File: config.mk
export PLATFORM = sky130hd
export DESIGN_NAME = kmkz_rf_warb
export DESIGN_NICKNAME = d
export VERILOG_FILES = /design/src/rtl/kmkz_rf_warb.sv
export SDC_FILE = /design/constraint.sdc
export NUM_CORES = 1
export LEC_CHECK = 0
export ABC_AREA = 1
export CORE_MARGIN = 1
export CORE_UTILIZATION = 40
export CTS_BUF_LIST = sky130_fd_sc_hd__clkbuf_16
export DETAILED_ROUTE_END_ITERATION = 12
export GPL_TIMING_DRIVEN = 0
export PLACE_DENSITY_LB_ADDON = 0.25
export SYNTH_ARGS = -nofsm -noshare
export SYNTH_HDL_FRONTEND = slang
export SYNTH_SLANG_ARGS = --single-unit
File: constraint.sdc
create_clock -name clk_i -period 2.8 [get_ports clk_i]
set_clock_uncertainty 0.2 [all_clocks]
set_input_delay 0.56 -clock clk_i [delete_from_list [all_inputs] [get_ports clk_i]]
set_output_delay 0.56 -clock clk_i [all_outputs]
set_load 0.005 [all_outputs]
File: src/rtl/kmkz_rf_warb.sv
// kmkz_rf_warb: register-file write-port arbiter with post-reset zero-fill and long-latency hazard tracking
module kmkz_rf_warb #(
  parameter bit INIT_ZERO = 1'b1,
  parameter bit DBG_EN    = 1'b1
) (
  input  logic        clk_i,
  input  logic        rst_i,
  input  logic        wb_we_i,
  input  logic [4:0]  wb_rd_i,
  input  logic [31:0] wb_value_i,
  input  logic        lu_issue_i,
  input  logic [4:0]  lu_issue_rd_i,
  input  logic        lu_valid_i,
  input  logic [4:0]  lu_rd_i,
  input  logic [31:0] lu_value_i,
  output logic        lu_ready_o,
  input  logic        dbg_req_i,
  input  logic [4:0]  dbg_addr_i,
  input  logic [31:0] dbg_wdata_i,
  output logic        dbg_ack_o,
  input  logic        d_valid_i,
  input  logic [4:0]  d_rs1_i,
  input  logic [4:0]  d_rs2_i,
  input  logic [4:0]  d_rd_i,
  output logic        hazard_stall_o,
  output logic        rf_we_o,
  output logic [4:0]  rf_rd_o,
  output logic [31:0] rf_value_o,
  output logic        init_done_o
);
  typedef enum logic {INIT, RUN} state_t;
  localparam state_t RST_STATE = INIT_ZERO ? INIT : RUN;
  state_t      state_q, state_d;
  logic [4:0]  cnt_q, cnt_d;
  logic [31:0] pend_q, pend_d;
  logic        run, init, wb_g, lu_g, any_g;
  logic [4:0]  g_rd;
  logic [31:0] g_val;
  // Grant the shared write port (wb > lu > dbg) and drive handshakes, held quiet during reset
  always_comb begin
    run            = state_q == RUN && !rst_i;
    init           = state_q == INIT && !rst_i;
    wb_g           = run && wb_we_i;
    lu_ready_o     = run && !wb_we_i;
    lu_g           = lu_ready_o && lu_valid_i;
    dbg_ack_o      = DBG_EN && run && dbg_req_i && !wb_we_i && !lu_valid_i;
    any_g          = wb_g || lu_g || dbg_ack_o;
    g_rd           = wb_g ? wb_rd_i : lu_g ? lu_rd_i : dbg_ack_o ? dbg_addr_i : 5'd0;
    g_val          = wb_g ? wb_value_i : lu_g ? lu_value_i : dbg_ack_o ? dbg_wdata_i : 32'd0;
    rf_we_o        = init || (any_g && g_rd != 5'd0);
    rf_rd_o        = init ? cnt_q : run ? g_rd : 5'd0;
    rf_value_o     = run ? g_val : 32'd0;
    hazard_stall_o = !run || (d_valid_i && (pend_q[d_rs1_i] || pend_q[d_rs2_i] || pend_q[d_rd_i]));
    init_done_o    = state_q == RUN;
  end
  // Next state: zero-fill sweep, then pending-mask upkeep where issue beats completion
  always_comb begin
    state_d = state_q;
    cnt_d   = cnt_q;
    pend_d  = pend_q;
    if (state_q == INIT) begin
      cnt_d   = cnt_q + 5'd1;
      state_d = cnt_q == 5'd31 ? RUN : INIT;
    end
    if (lu_g) pend_d[lu_rd_i] = 1'b0;
    if (run && lu_issue_i) pend_d[lu_issue_rd_i] = 1'b1;
    pend_d[0] = 1'b0;
  end
  // State registers with asynchronous reset
  always_ff @(posedge clk_i or posedge rst_i) begin
    if (rst_i) begin
      state_q <= RST_STATE;
      cnt_q   <= 5'd1;
      pend_q  <= 32'd0;
    end else begin
      state_q <= state_d;
      cnt_q   <= cnt_d;
      pend_q  <= pend_d;
    end
  end
endmodule

==> run metrics, run 1 <==
relative slew slack 71.4%; Worst Hold Slack 0.0197 ns; number of remaining DRC errors 0; cells along the critical path clkdlybuf4s15_2 > inv_1 > nor2_4 > clkbuf_4 > nand2_1 > nand3_1 > clkdlybuf4s50_1; Die H 93.9 um; commonest register cell after synthesis sky130_fd_sc_hd__dfrtp_1; maximum vdd ir drop 0.259 mV; cell area power density 336 nW/um2; number of antenna violations at the first check in global routing 0; TritonCTS clock tree yes; clock period minus final worst setup slack 2.72 ns; cells after synthesis 577; largest fanout on the critical path 10; sequential-to-total area share from yosys stat 27.4%; routability cong. 0.920; global-route wire length before repair 24.1 mm; row count 33; synthesis warning total 0; depth of the worst register-to-register path 7; top-area cell type share of the netlist area 26.6%; number of flip-flops and latches in the synthesized netlist 37; width of the chip 93.9 um; number of buffer and inverter instances along the worst setup path 4; top area cells in the synthesized netlist sky130_fd_sc_hd__dfrtp_1 (27%), sky130_fd_sc_hd__nand2_1 (26%), sky130_fd_sc_hd__nand3_1 (18%), sky130_fd_sc_hd__inv_1 (5.7%), sky130_fd_sc_hd__o21ai_0 (5.6%); core area 8220 um2; max-cap viol count 0; drt initial violations 581; actual transition at the worst max-transition pin 0.427 ns; via count of the first global-routing pass 4,669; DIE AREA 8820 um2; post-DP HPWL 11.7 mm; first-pass iteration count of the detailed router 5; syn avg cell area 5.86 um2; RSZ-0062 raised after global routing yes; Inserted Clock Buffers 5; post-synthesis cell area 3380 um2; number of stages on the worst setup path 7; endpoint kind of the worst setup timing path primary output; root buffer selected by CTS sky130_fd_sc_hd__clkbuf_16; Initial Utilization 41.1%; class of the tightest hold or removal check in -> async; Overall Power 0.00193 W; most frequent cell after synthesis sky130_fd_sc_hd__nand2_1; number of buffer cells added on primary ports 173; number of top-level pins 180; CTS sink cnt 37; number of failing setup endpoints in the final timing report 0; Achievable Freq 367 MHz; async set-or-reset flop fraction in the synthesized netlist 100%; number of vias per cell after detailed routing 5.56; final hold violations 0; GRT overflow 0; family with the most delay on the worst path buffers and inverters; critical path data arrival time 1.96 ns; Leak 2.80 nW; required time at the worst-slack endpoint 2.04 ns; critical path launch point type primary input; clock latency reported for the late side of the worst-skew pair 0.28 ns; count of final max-slew check failures 0; share of final-layout standard cells stronger than drive strength 1 10.5%; number of synthesized flops with an enable pin 0; final core utilization 69.9%; synthesis-to-finish area growth 70.0%; Longest Clk Path Bufs 2; pin count of the biggest net entering global routing 21; slowest cell on the critical path sky130_fd_sc_hd__clkdlybuf4s50_1; fraction of the cycle the final worst path needs 97.2%; critical path type in -> out; Synth Net Count 717; most area-hungry cell type in the Yosys netlist sky130_fd_sc_hd__dfrtp_1; most frequent cells after synthesis sky130_fd_sc_hd__nand2_1 (230), sky130_fd_sc_hd__nand3_1 (124), sky130_fd_sc_hd__inv_1 (51); total detailed-routing wirelength 16.0 mm; outcome finished, final reports clean; Routed WL per cell 18.1 um; number of filler instances in the final layout 697; H-tree Lvls 2; clock-pin slew reported for the worst setup and hold paths after clock tree synthesis 0.06 ns; number of nets with antenna violations after detailed routing 0; combined global-route utilization of all metal layers 36.3%; Netlist cell types 34; Worst path max stage delay 0.51 ns; total number of nets in the final design 918; final antenna diode count 0; total number of vias 4,913
-- layer usage --
layer / GRT usage (%) / vias to the layer above / share of wire (%)
li1: - / 2305 / -
met1: 47.5 / 2250 / 40
met2: 58.7 / 305 / 48
met3: 8.41 / 53 / 9.6
met4: 12.2 / 0 / 3.2
met5: 0 / - / 0
-- worst paths after layout --
path,startpoint,end,slack [ns]
setup / recovery,wb_we_i,rf_value_o[1],0.08
hold / removal,rst_i,pend_q[16],0.02
setup reg to reg,init_done_o,pend_q[11],0.93
hold reg to reg,cnt_q[0],cnt_q[0],0.32
max in group asynchronous,rst_i,pend_q[28],1.57
min in group clk_i,cnt_q[0],cnt_q[0],0.32
-- repair_timing --
action                                  4_1_cts  5_1_grt
hold buffers                                  2        0
gates resized for setup                     101       24
endpoints found under the hold margin        16        0
buffers inserted                             12        3
endpoints found under the setup margin       67       13
pin swaps                                     5        2
cloned                                        4        0
-- sequential cells by signal, summed over array words and instances (netlist names) --
signal / count
cnt_q: 5
init_done_o: 1
pend_q: 31
-- metrics by stage --
step	worst slack (ns)	cell area (um2)	TNS, ns	instances
floorplan	0.0823	3380	0	577
global placement	-1.28	5240	-53.62	855
detailed placement	-1.31	5240	-57.13	855
CTS	0.00112	5680	0	881
global route	-0.0274	5750	-0.0274	884
finish	0.0787	5750	0	884
-- final cells by class --
| type | instances | area (um2) | area share, % |
|---|---|---|---|
| Multi-Input combinational cell | 461 | 2150 | 37.4 |
| Timing Repair Buffer | 192 | 1890 | 32.8 |
| Sequential cell | 37 | 928 | 16.2 |
| Inverter | 56 | 244 | 4.25 |
| Buffer | 23 | 221 | 3.85 |
| Tap cell | 105 | 131 | 2.29 |
| Clock buffer | 5 | 125 | 2.18 |
| Clock inverter | 3 | 46.3 | 0.806 |
| Timing Repair inverter | 2 | 17.5 | 0.305 |
-- worst register-to-register path: stages, from the launching register on --
cell and delay [ns]:
sky130_fd_sc_hd__dfrtp_2 0.42, sky130_fd_sc_hd__nand2_4 0.10, sky130_fd_sc_hd__nor2_4 0.13, sky130_fd_sc_hd__nand2_4 0.11, sky130_fd_sc_hd__nor2_2 0.14, sky130_fd_sc_hd__nand2_1 0.21
sky130_fd_sc_hd__o21ai_0 0.26, sky130_fd_sc_hd__o21ai_0 0.15
-- cell usage in the layout (no fill, tap or decap), types with 5 or more instances in the layout --
cell type / count
sky130_fd_sc_hd__o21ai_0: 38
sky130_fd_sc_hd__o211ai_1: 5
sky130_fd_sc_hd__clkdlybuf4s50_1: 124
sky130_fd_sc_hd__dfrtp_1: 35
sky130_fd_sc_hd__o21ai_1: 23
sky130_fd_sc_hd__nand2_2: 5
sky130_fd_sc_hd__nand3_1: 124
sky130_fd_sc_hd__nand2_1: 225
sky130_fd_sc_hd__dlymetal6s2s_1: 7
sky130_fd_sc_hd__buf_2: 6
sky130_fd_sc_hd__buf_4: 17
sky130_fd_sc_hd__inv_1: 49
sky130_fd_sc_hd__dlygate4sd2_1: 33
sky130_fd_sc_hd__nor2_1: 12
sky130_fd_sc_hd__clkbuf_16: 5
sky130_fd_sc_hd__buf_6: 9
-- where the power goes --
| group | total (W) | internal (W) | switching (W) |
|---|---|---|---|
| clock | 0.000652 | 0.000421 | 0.000231 |
| sequential | 0.000633 | 0.000572 | 0.0000613 |
| combinational | 0.000649 | 0.000342 | 0.000307 |
| total | 0.00193 | 0.00133 | 0.000599 |
-- cells by family (layout without fill, tap and decap cells) --
logic type / count (synthesis) / after routing / share of synthesized area, %
buf+inv: 79 / 281 / 9.77
xor+xnor: 3 / 3 / 0.777
compound gates: 74 / 74 / 11.9
flops: 37 / 37 / 27.4
fa+ha+maj: 2 / 2 / 0.740
simple gates: 382 / 382 / 49.4
(Power assumes the default switching activity.)
==> run 2: changes to the inputs <==
--- a/config.mk
+++ b/config.mk
@@ -10,6 +10,7 @@
 export CORE_UTILIZATION = 40
 export CTS_BUF_LIST = sky130_fd_sc_hd__clkbuf_16
 export DETAILED_ROUTE_END_ITERATION = 12
+export DONT_BUFFER_PORTS = 1
 export GPL_TIMING_DRIVEN = 0
 export PLACE_DENSITY_LB_ADDON = 0.25
 export SYNTH_ARGS = -nofsm -noshare
==> run 2 against run 1 <==
Compared with the run above:
- register-to-register slack about the same
- hold slack better by 0.21 ns
- first-iteration DRC count down 10%
- final cell count down 21%
- highest routed layer unchanged
- largest power group is now sequential cells
- clock-buffer cell count unchanged
- critical path depth unchanged
- routed wire length down 17%
- non-clock buffer count down 188
==> run metrics, run 2 (synthesis results as in run 1) <==
slowest cell on the critical path sky130_fd_sc_hd__dfrtp_1; total detailed-routing wirelength 13.3 mm (-17%); root buffer selected by CTS sky130_fd_sc_hd__clkbuf_16; final antenna diode count 0 (unchanged); global-route wire length before repair 19.4 mm (-20%); largest fanout on the critical path 10 (unchanged); endpoint kind of the worst setup timing path primary output; number of top-level pins 180 (unchanged); required time at the worst-slack endpoint 2.04 ns (about the same); Post-Place Setup Slack -0.486 ns (+0.821 ns); number of vias per cell after detailed routing 5.87 (+5.7%); number of failing setup endpoints in the final timing report 0 (unchanged); critical path type reg -> out; flip-flop count of the largest register, all copies and words added 31 (unchanged); worst hold stages 2; Routed WL per cell 19.2 um (+6.4%); Post-CTS Setup Bufs 0 (-12); depth of the worst register-to-register path 7 (unchanged); number of antenna violations at the first check in global routing 0 (unchanged); share of final-layout standard cells stronger than drive strength 1 7.64% (-2.9 points); core area 8220 um2 (unchanged); Achievable Freq 377 MHz (+2.5%); post-placement cell count 682 (-20%); actual transition at the worst max-transition pin 0.384 ns (-0.0436 ns); Leak 1.79 nW (-36%); TritonCTS clock tree yes; post-DP HPWL 10.5 mm (-11%); Top reg by flops pend_q; combined global-route utilization of all metal layers 30.2% (-6.1 points); relative slew slack 74.4% (+2.9 points); RSZ-0062 raised after global routing no; number of buffer cells added on primary ports 0 (-100%); total number of nets in the final design 728 (-21%); number of remaining DRC errors 0 (unchanged); first-pass iteration count of the detailed router 5 (unchanged); number of nets with antenna violations after detailed routing 0 (unchanged); GRT overflow 0 (unchanged); Worst path max stage delay 0.47 ns (-0.04 ns); DIE AREA 8820 um2 (unchanged); Cell Area, Placed 3510 um2 (-33%); width of the chip 93.9 um (unchanged); R2R Setup Slk 0.92 ns (about the same); fraction of the cycle the final worst path needs 94.8% (-2.4 points); synthesis-to-finish area growth 9.59%; CTS sink cnt 37 (unchanged); Min-Delay Startpoint lu_rd_i[0]; number of filler instances in the final layout 865 (+24%); Longest Clk Path Bufs 2 (unchanged); most common cell after layout, fill and taps aside sky130_fd_sc_hd__nand2_1; clock latency reported for the late side of the worst-skew pair 0.28 ns (about the same); cell area power density 406 nW/um2 (+21%); critical path launch point type flip-flop; cells along the critical path nand2_2 > nor2_4 > nand2_4 > clkinv_2 > buf_2 > nand2_1 > nand3_1; final hold violations 0 (unchanged); final non-filler cell total 694 (-21%); Min-Delay Endpoint pend_q[30]; routability cong. 0.925 (+0.57%); critical path data arrival time 1.90 ns (-0.06 ns); H-tree Lvls 2 (unchanged); pin count of the biggest net entering global routing 31 (+48%); row count 33 (unchanged); total number of vias 4,077 (-17%); worst flop-to-flop path startpoint init_done_o; maximum vdd ir drop 0.245 mV (-5.3%); clock period minus final worst setup slack 2.66 ns (-0.0661 ns); Initial Utilization 41.1% (unchanged); max-cap viol count 0 (unchanged); drt initial violations 522 (-10%); final core utilization 45.1% (-25 points); final non-filler cell area 3700 um2 (-36%); count of final max-slew check failures 0 (unchanged); clock-pin slew reported for the worst setup and hold paths after clock tree synthesis 0.05 ns (about the same); Worst R2R End pend_q[22]; Inserted Clock Buffers 5 (unchanged); Die H 93.9 um (unchanged); outcome finished, final reports clean; class of the tightest hold or removal check in -> reg; crit path setup slack, layout 0.145 ns (+0.0661 ns); via count of the first global-routing pass 3,505 (-25%); commonest non-fill, non-tap cells in the layout sky130_fd_sc_hd__nand2_1 (230), sky130_fd_sc_hd__nand3_1 (124), sky130_fd_sc_hd__inv_1 (54), sky130_fd_sc_hd__o21ai_0 (38), sky130_fd_sc_hd__dfrtp_1 (36)
run 2: layer usage:
metal	wire length, um	part of all wire, %	global-route usage [%]
met1	5570	42	41.0
met2	5880	44	44.5
met3	1360	10	8.09
met4	530	4.0	13.5
met5	0	0	0
run 2: cell type report:
cell class	count	area, um2	share of cell area [%]
multi-input cells	461	2120	57.3
flip-flops and latches	37	927	25.0
plain buffers	23	120	3.24
well taps	105	131	3.55
repair buffers	4	50.0	1.35
clock inverters	3	11.3	0.304
inverters	56	216	5.84
clock buffers	5	125	3.38
run 2: stage by stage:
step                power (W)  hold WS, ns  setup TNS (ns)
floorplan            0.000870        0.271               0
global placement     0.000968        0.291          -10.48
detailed placement   0.000973        0.302          -11.38
CTS                   0.00150        0.234               0
global route          0.00158        0.249               0
finish                0.00150        0.231               0
run 2: report_power, final:
group / internal (W) / switching (W)
Sequential: 0.000572 / 0.0000588
Clock: 0.000320 / 0.000202
Combinational: 0.000121 / 0.000230
Total: 0.00101 / 0.000491
run 2: worst max path at each step:
stage,startpoint,to,slack (ns),cells after the start
detailed placement,rst_i,rf_value_o[13],-0.49,6
global placement,rst_i,rf_value_o[13],-0.45,6
floorplan,rst_i,rf_we_o,0.08,10
CTS,init_done_o,rf_value_o[17],0.18,7
finish,init_done_o,rf_value_o[17],0.14,7
global route,init_done_o,rf_value_o[17],0.01,7
run 2: worst max-delay path: cells and delay by family (launching register included):
| kind | cells | cell delay (ns) |
|---|---|---|
| AND/OR/NAND/NOR | 5 | 0.71 |
| buffers and inverters | 2 | 0.43 |
| flip-flops | 1 | 0.47 |
run 2: repair_timing:
item	4_1_cts	5_1_grt
endpoints found under the hold margin	36	0
setup endpoints to repair	39	0
resized for setup	3	0
hold buffers	4	0
